[src/rtl/fixed_mac_pkg.sv]
// Shared types and helpers for the fixed-point MAC pipeline.
// Wide (128-bit) helpers are truncated to size by the users.
package fixed_mac_pkg;

  typedef enum logic {
    MODE_MUL = 1'b0,
    MODE_ACC = 1'b1
  } mode_e;

  localparam int XW = 128;

  // Largest positive value of a w-bit signed number.
  function automatic logic signed [XW-1:0] sat_max(input int w);
    logic signed [XW-1:0] one;
    one = 1;
    return (one <<< (w - 1)) - one;
  endfunction

  // Most negative value of a w-bit signed number.
  function automatic logic signed [XW-1:0] sat_min(input int w);
    logic signed [XW-1:0] one;
    one = 1;
    return -(one <<< (w - 1));
  endfunction

  // Drop frac fraction bits, optionally rounding half up first.
  function automatic logic signed [XW-1:0] shift_round(
    input logic signed [XW-1:0] p,
    input int                   frac,
    input logic                 rnd
  );
    logic signed [XW-1:0] t;
    logic signed [XW-1:0] one;
    one = 1;
    t   = p;
    if (rnd && frac > 0) t = t + (one <<< (frac - 1));
    return t >>> frac;
  endfunction

endpackage

[src/rtl/fixed_mac_pipe_sat_add.sv]
// fixed_sat_add: widened signed add of accumulator and product,
// clamped to the ACC_WIDTH range, with a saturation flag.
module fixed_sat_add
  import fixed_mac_pkg::*;
#(
  parameter int ACC_WIDTH = 56,
  parameter int PW        = 56
) (
  input  logic signed [ACC_WIDTH-1:0] acc,
  input  logic signed [PW-1:0]        prod,
  output logic signed [ACC_WIDTH-1:0] res,
  output logic                        sat
);

  localparam int MW = (ACC_WIDTH > PW) ? ACC_WIDTH : PW;
  localparam int SW = MW + 1;

  localparam logic signed [SW-1:0] MAXV = SW'(sat_max(ACC_WIDTH));
  localparam logic signed [SW-1:0] MINV = SW'(sat_min(ACC_WIDTH));

  logic signed [SW-1:0] sum;

  // Add with one spare bit, then clamp anything outside ACC range.
  always_comb begin
    sum = SW'(acc) + SW'(prod);
    sat = 1'b0;
    res = sum[ACC_WIDTH-1:0];
    if (sum > MAXV) begin
      sat = 1'b1;
      res = MAXV[ACC_WIDTH-1:0];
    end else if (sum < MINV) begin
      sat = 1'b1;
      res = MINV[ACC_WIDTH-1:0];
    end
  end

endmodule

[src/rtl/fixed_mac_pipe.sv]
// Pipelined signed fixed-point multiply / dot-product unit, 3 stages.
// Define FIXED_MAC_ROUND_EN to round half up instead of truncating.
module fixed_mac_pipe
  import fixed_mac_pkg::*;
#(
  parameter int WIDTH     = 32,
  parameter int FRAC      = 8,
  parameter int ACC_WIDTH = 56
) (
  input  logic                 clk,
  input  logic                 rst_n,
  input  logic                 in_valid,
  output logic                 in_ready,
  input  logic [WIDTH-1:0]     a_in,
  input  logic [WIDTH-1:0]     b_in,
  input  logic                 acc_mode,
  input  logic                 in_last,
  output logic                 out_valid,
  input  logic                 out_ready,
  output logic [ACC_WIDTH-1:0] out_data,
  output logic                 out_ovf,
  output logic                 ovf_sticky,
  input  logic                 sticky_clr
);

  localparam int PW = 2 * WIDTH - FRAC;

`ifdef FIXED_MAC_ROUND_EN
  localparam logic RND = 1'b1;
`else
  localparam logic RND = 1'b0;
`endif

  logic stall;

  logic                     s1_valid_q, s1_valid_d;
  logic signed [WIDTH-1:0]  s1_a_q, s1_a_d;
  logic signed [WIDTH-1:0]  s1_b_q, s1_b_d;
  mode_e                    s1_mode_q, s1_mode_d;
  logic                     s1_last_q, s1_last_d;

  logic                     s2_valid_q, s2_valid_d;
  logic signed [PW-1:0]     s2_prod_q, s2_prod_d;
  mode_e                    s2_mode_q, s2_mode_d;
  logic                     s2_last_q, s2_last_d;

  logic signed [ACC_WIDTH-1:0] acc_q, acc_d;
  logic                        pend_q, pend_d;
  logic                        out_valid_q, out_valid_d;
  logic [ACC_WIDTH-1:0]        out_data_q, out_data_d;
  logic                        out_ovf_q, out_ovf_d;
  logic                        sticky_q, sticky_d;

  logic signed [2*WIDTH-1:0]   full;
  logic signed [ACC_WIDTH-1:0] add_acc;
  logic signed [ACC_WIDTH-1:0] add_res;
  logic                        add_sat;

  assign stall      = out_valid_q && !out_ready;
  assign in_ready   = !stall;
  assign out_valid  = out_valid_q;
  assign out_data   = out_data_q;
  assign out_ovf    = out_ovf_q;
  assign ovf_sticky = sticky_q;

  // S1 capture and S2 product/shift; both hold while stalled.
  always_comb begin
    s1_valid_d = s1_valid_q;
    s1_a_d     = s1_a_q;
    s1_b_d     = s1_b_q;
    s1_mode_d  = s1_mode_q;
    s1_last_d  = s1_last_q;
    s2_valid_d = s2_valid_q;
    s2_prod_d  = s2_prod_q;
    s2_mode_d  = s2_mode_q;
    s2_last_d  = s2_last_q;
    full       = s1_a_q * s1_b_q;
    if (!stall) begin
      s1_valid_d = in_valid;
      s1_a_d     = a_in;
      s1_b_d     = b_in;
      s1_mode_d  = mode_e'(acc_mode);
      s1_last_d  = in_last;
      s2_valid_d = s1_valid_q;
      s2_prod_d  = PW'(shift_round(XW'(full), FRAC, RND));
      s2_mode_d  = s1_mode_q;
      s2_last_d  = s1_last_q;
    end
  end

  assign add_acc = (s2_mode_q == MODE_ACC) ? acc_q : '0;

  fixed_sat_add #(
    .ACC_WIDTH (ACC_WIDTH),
    .PW        (PW)
  ) u_sat_add (
    .acc  (add_acc),
    .prod (s2_prod_q),
    .res  (add_res),
    .sat  (add_sat)
  );

  // S3: emit products, update accumulator, track overflow flags.
  always_comb begin
    acc_d       = acc_q;
    pend_d      = pend_q;
    out_valid_d = out_valid_q;
    out_data_d  = out_data_q;
    out_ovf_d   = out_ovf_q;
    sticky_d    = sticky_q;
    if (sticky_clr) sticky_d = 1'b0;
    if (!stall) begin
      out_valid_d = 1'b0;
      if (s2_valid_q) begin
        if (add_sat) sticky_d = 1'b1;
        unique case (1'b1)
          (s2_mode_q == MODE_MUL): begin
            out_valid_d = 1'b1;
            out_data_d  = add_res;
            out_ovf_d   = add_sat;
          end
          s2_last_q: begin
            out_valid_d = 1'b1;
            out_data_d  = add_res;
            out_ovf_d   = pend_q | add_sat;
            acc_d       = '0;
            pend_d      = 1'b0;
          end
          default: begin
            acc_d  = add_res;
            pend_d = pend_q | add_sat;
          end
        endcase
      end
    end
  end

  // State registers for all stages.
  always_ff @(posedge clk or negedge rst_n) begin
    if (!rst_n) begin
      s1_valid_q  <= 1'b0;
      s1_a_q      <= '0;
      s1_b_q      <= '0;
      s1_mode_q   <= MODE_MUL;
      s1_last_q   <= 1'b0;
      s2_valid_q  <= 1'b0;
      s2_prod_q   <= '0;
      s2_mode_q   <= MODE_MUL;
      s2_last_q   <= 1'b0;
      acc_q       <= '0;
      pend_q      <= 1'b0;
      out_valid_q <= 1'b0;
      out_data_q  <= '0;
      out_ovf_q   <= 1'b0;
      sticky_q    <= 1'b0;
    end else begin
      s1_valid_q  <= s1_valid_d;
      s1_a_q      <= s1_a_d;
      s1_b_q      <= s1_b_d;
      s1_mode_q   <= s1_mode_d;
      s1_last_q   <= s1_last_d;
      s2_valid_q  <= s2_valid_d;
      s2_prod_q   <= s2_prod_d;
      s2_mode_q   <= s2_mode_d;
      s2_last_q   <= s2_last_d;
      acc_q       <= acc_d;
      pend_q      <= pend_d;
      out_valid_q <= out_valid_d;
      out_data_q  <= out_data_d;
      out_ovf_q   <= out_ovf_d;
      sticky_q    <= sticky_d;
    end
  end

endmodule
[config.mk]
export PLATFORM = sky130hd
export DESIGN_NAME = fixed_mac_pipe
export DESIGN_NICKNAME = d
export VERILOG_FILES = /design/src/rtl/fixed_mac_pkg.sv /design/src/rtl/fixed_mac_pipe_sat_add.sv /design/src/rtl/fixed_mac_pipe.sv
export SDC_FILE = /design/constraint.sdc
export NUM_CORES = 2
export LEC_CHECK = 0
export ABC_CLOCK_PERIOD_IN_PS = 16700
export BUFFER_PORTS_ARGS = -buffer_cell sky130_fd_sc_hd__buf_2
export CAP_MARGIN = 20
export CORE_UTILIZATION = 40
export DETAILED_ROUTE_END_ITERATION = 6
export PLACE_DENSITY_LB_ADDON = 0.12
export SLEW_MARGIN = 30
export SYNTH_ARGS = -nofsm -noshare
export SYNTH_HDL_FRONTEND = slang
export SYNTH_SLANG_ARGS = --single-unit
[constraint.sdc]
create_clock -name clk -period 16.7 [get_ports clk]
set_input_delay 2.505 -clock clk [delete_from_list [all_inputs] [get_ports clk]]
set_output_delay 2.505 -clock clk [all_outputs]
set_load 0.02 [all_outputs]
==> impl_results.md <==
* Status: complete, no violations
* Period utilisation layout at 53.5%
* Clock Latency Late Sink at 0.61 ns
* Starting DRT DRC Count at 1908
* Most frequent CP cell: fa_1
* Via-per-instance ratio at 5.05
* R2r setup slk at 7.76 ns
* Initial Util at 40.6%
* Initial antenna violation count at 2
* Area grow syn2layout at 6.93%
* CTS tree: done
* Die Width at 349 um
* Req. time, crit path at 17.12 ns
* Synth warn at 0
* Worst path bufs/invs at 3
* Post-synth cell types at 71
* Final Slew Violations at 0
* Cts hold-fix bufs at 0
* Dpl hpwl at 108000 um
* Post-CTS Setup Bufs at 0
* HP Class: reg2reg
* First-pass GRT wire length at 219000 um
* Routed via count at 34600
* Sequential area share after synthesis at 12.6%
* Layout cells sized above 1 at 5.67%
* Worst setup SP type: flip-flop
* Final hold violations at 0
* Largest net degree at the start of global routing at 72
* Post-DR wirelength/cell at 20.1 um
* Number of I/O port buffers at 130
* Post_cts resized at 0
* Gate Count Post-Synth at 5256
* Ys async rst share at 100%
* Final min period at 8.94 ns
* Max clock buf depth at 3
* Global Route Usage Sum at 23.5%
* # setup viols final at 0
* Row cnt at 126
* Post-synth EDFFs at 0
* Ports at 131
* Clock sink total at 242
* Die area at 122000 um2
* Ys flop type: dfrtp_1
* Worst Path Arrival at 9.36 ns
* DRT Wirelength at 138000 um
* Clock-pin transition on the worst setup and hold timing paths at 0.06 ns
* Worst Path Max Fanout at 19
* DRT Pass-1 Iters at 5
* Rel. slew slack at 35.5%
* Final nets at 6601
* Total CTS buffers at 35
* Die Height at 349 um
* Worst Setup End Kind: flip-flop
* Post-route ant nets at 0
* CTS HTree Levels at 2
* Slew @ Worst Pin at 0.968 ns
* Net Count, Synth at 6645
* Maximum capacitance violations at 0
* Post-Route Setup TNS at 0 ns
* Cell area after synthesis at 48200 um2
* CP Cell Sequence: buf_4, and2_1, fa_1, fa_1, fa_1, fa_1, inv_1, fa_1, inv_1, fa_1, fa_1, fa_1, ha_1, a21oi_1, nor2_1, o21ai_0, o211ai_1, a21boi_0, o21ai_0, a31oi_1, o221ai_1, a21oi_1, xnor2_1, a21oi_1
* #FFs+latches synth at 242
* Fmax at 112 MHz
* Area of the core at 119000 um2
* Clk_skew at 0.0384 ns
* Root buffer cell: clkbuf_16
* Setup CP Type: reg2reg
* CP max stage delay at 0.94 ns
* Crit path max-delay family: adder cells
* Slowest-stage cell, CP: fa_1
* Drt drc at 0
* Total grt overflow at 0
* RSZ-0062 raised after global routing: false
* GPL Wtd Cong at 0.883
* Avg Cell Area, Syn at 9.16 um2
* Vias in the first global route at 37300
==> sequential cells by signal, indices dropped and copies added, names as in the netlist <==
name	flops
s1_mode_q	1
ovf_sticky	1
s1_valid_q	1
out_data	56
acc_q	56
s1_last_q	1
pend_q	1
s2_last_q	1
s2_prod_q	56
out_valid	1
s1_a_q	32
s2_valid_q	1
s2_mode_q	1
out_ovf	1
s1_b_q	32
==> layer usage <==
metal / vias to the layer above / share of wire (%) / global-route usage (%)
li1: 15600 / - / -
met1: 18200 / 41 / 30.1
met2: 588 / 53 / 42.4
met3: 147 / 3.2 / 2.13
met4: 0 / 2.6 / 6.02
met5: - / 0 / 0
==> placed cells by master (no fill, tap or decap), types with 49 or more instances in the layout <==
master and instances:
nand2_1 899, and2_1 565, xnor2_1 75, a21oi_1 159, dfrtp_1 237, a21o_1 49
buf_2 129, inv_1 989, nor2_1 165, o21ai_0 110, ha_1 236, buf_4 72
o21ai_1 79, fa_1 1082
==> stage by stage <==
| stage | setup WS (ns) | hold slack [ns] | utilization (%) | cell area [um2] | instances |
|---|---|---|---|---|---|
| finish | 7.76 | 0.466 | 43.4 | 51500 | 6840 |
| global route | 7.06 | 0.492 | 43.4 | 51500 | 6839 |
| CTS | 7.74 | 0.470 | 43.4 | 51500 | 6839 |
| detailed placement | 7.82 | 0.456 | 42.3 | 50300 | 6775 |
| global placement | 7.71 | 0.452 | 42.3 | 50300 | 6775 |
| floorplan | 8.77 | 0.439 | - | 48200 | 5256 |
==> cells by family after synthesis <==
kind of cell               share of synthesized area [%]
AOI/OAI and AO/OA                                   6.75
xor gates and xnor gates                            2.09
adders and majority gates                           51.1
buffers and inverters                               10.0
DFF                                                 12.6
muxes                                             0.0883
and+or+nand+nor                                     17.4
==> area by class of cell <==
class / instances / area [um2]
Fill cell: 11900 / 67200
Tap cell: 1600 / 2000
Clock inverter: 23 / 254
Sequential cell: 242 / 6060
Inverter: 991 / 3720
Multi-Input combinational cell: 3740 / 37300
Antenna cell: 1 / 2.50
Clock buffer: 41 / 948
Timing Repair Buffer: 202 / 1200
==> synthesized netlist by cell type, types with 3 or more instances <==
master,n,area [um2]
a21boi_0,4,30.0
nand2b_1,21,131
nor2_1,165,619
or3_1,7,43.8
buf_2,17,85.1
nand4_1,35,219
nand2_1,899,3370
a31oi_1,18,113
o21a_1,14,105
nor2b_1,10,62.6
a22o_1,16,140
a211oi_1,9,67.6
buf_6,3,33.8
a221o_1,4,40.0
xor2_1,38,333
o221ai_1,4,35.0
o211ai_1,9,67.6
clkbuf_1,261,980
inv_1,989,3710
nor3_1,19,95.1
a41oi_1,7,61.3
and3_1,5,31.3
and2_1,565,3530
o21ai_0,110,551
a31o_2,4,35.0
a21o_1,49,368
fa_1,1082,21700
dfrtp_1,242,6060
ha_1,236,2950
nand3_1,23,115
o21ai_1,79,395
o21bai_1,19,143
xnor2_1,75,657
a21oi_1,159,796
o31ai_1,8,60.1
==> path summary, 6_finish.rpt <==
path / from / end / cells past startpoint
setup / recovery: s1_b_q[3] / s2_prod_q[55] / 24
hold / removal: s1_b_q[14] / s1_b_q[14] / 2
setup reg to reg: s1_b_q[3] / s2_prod_q[55] / 24
hold reg to reg: s1_b_q[14] / s1_b_q[14] / 2
max in group asynchronous: rst_n / acc_q[4] / 3
min in group asynchronous: rst_n / out_data[50] / 1
==> worst register-to-register path: cells and delay by family (launching register included) <==
family	cells	cell delay (ns)
fa+ha+maj	9	5.15
flops	1	0.69
buf+inv	3	0.81
simple gates	2	0.32
compound gates	9	1.68
xor+xnor	1	0.13
Power is left out: the tool's default activity adds up to more than one toggle a clock period on the data nets, which glitch-free logic cannot reach.
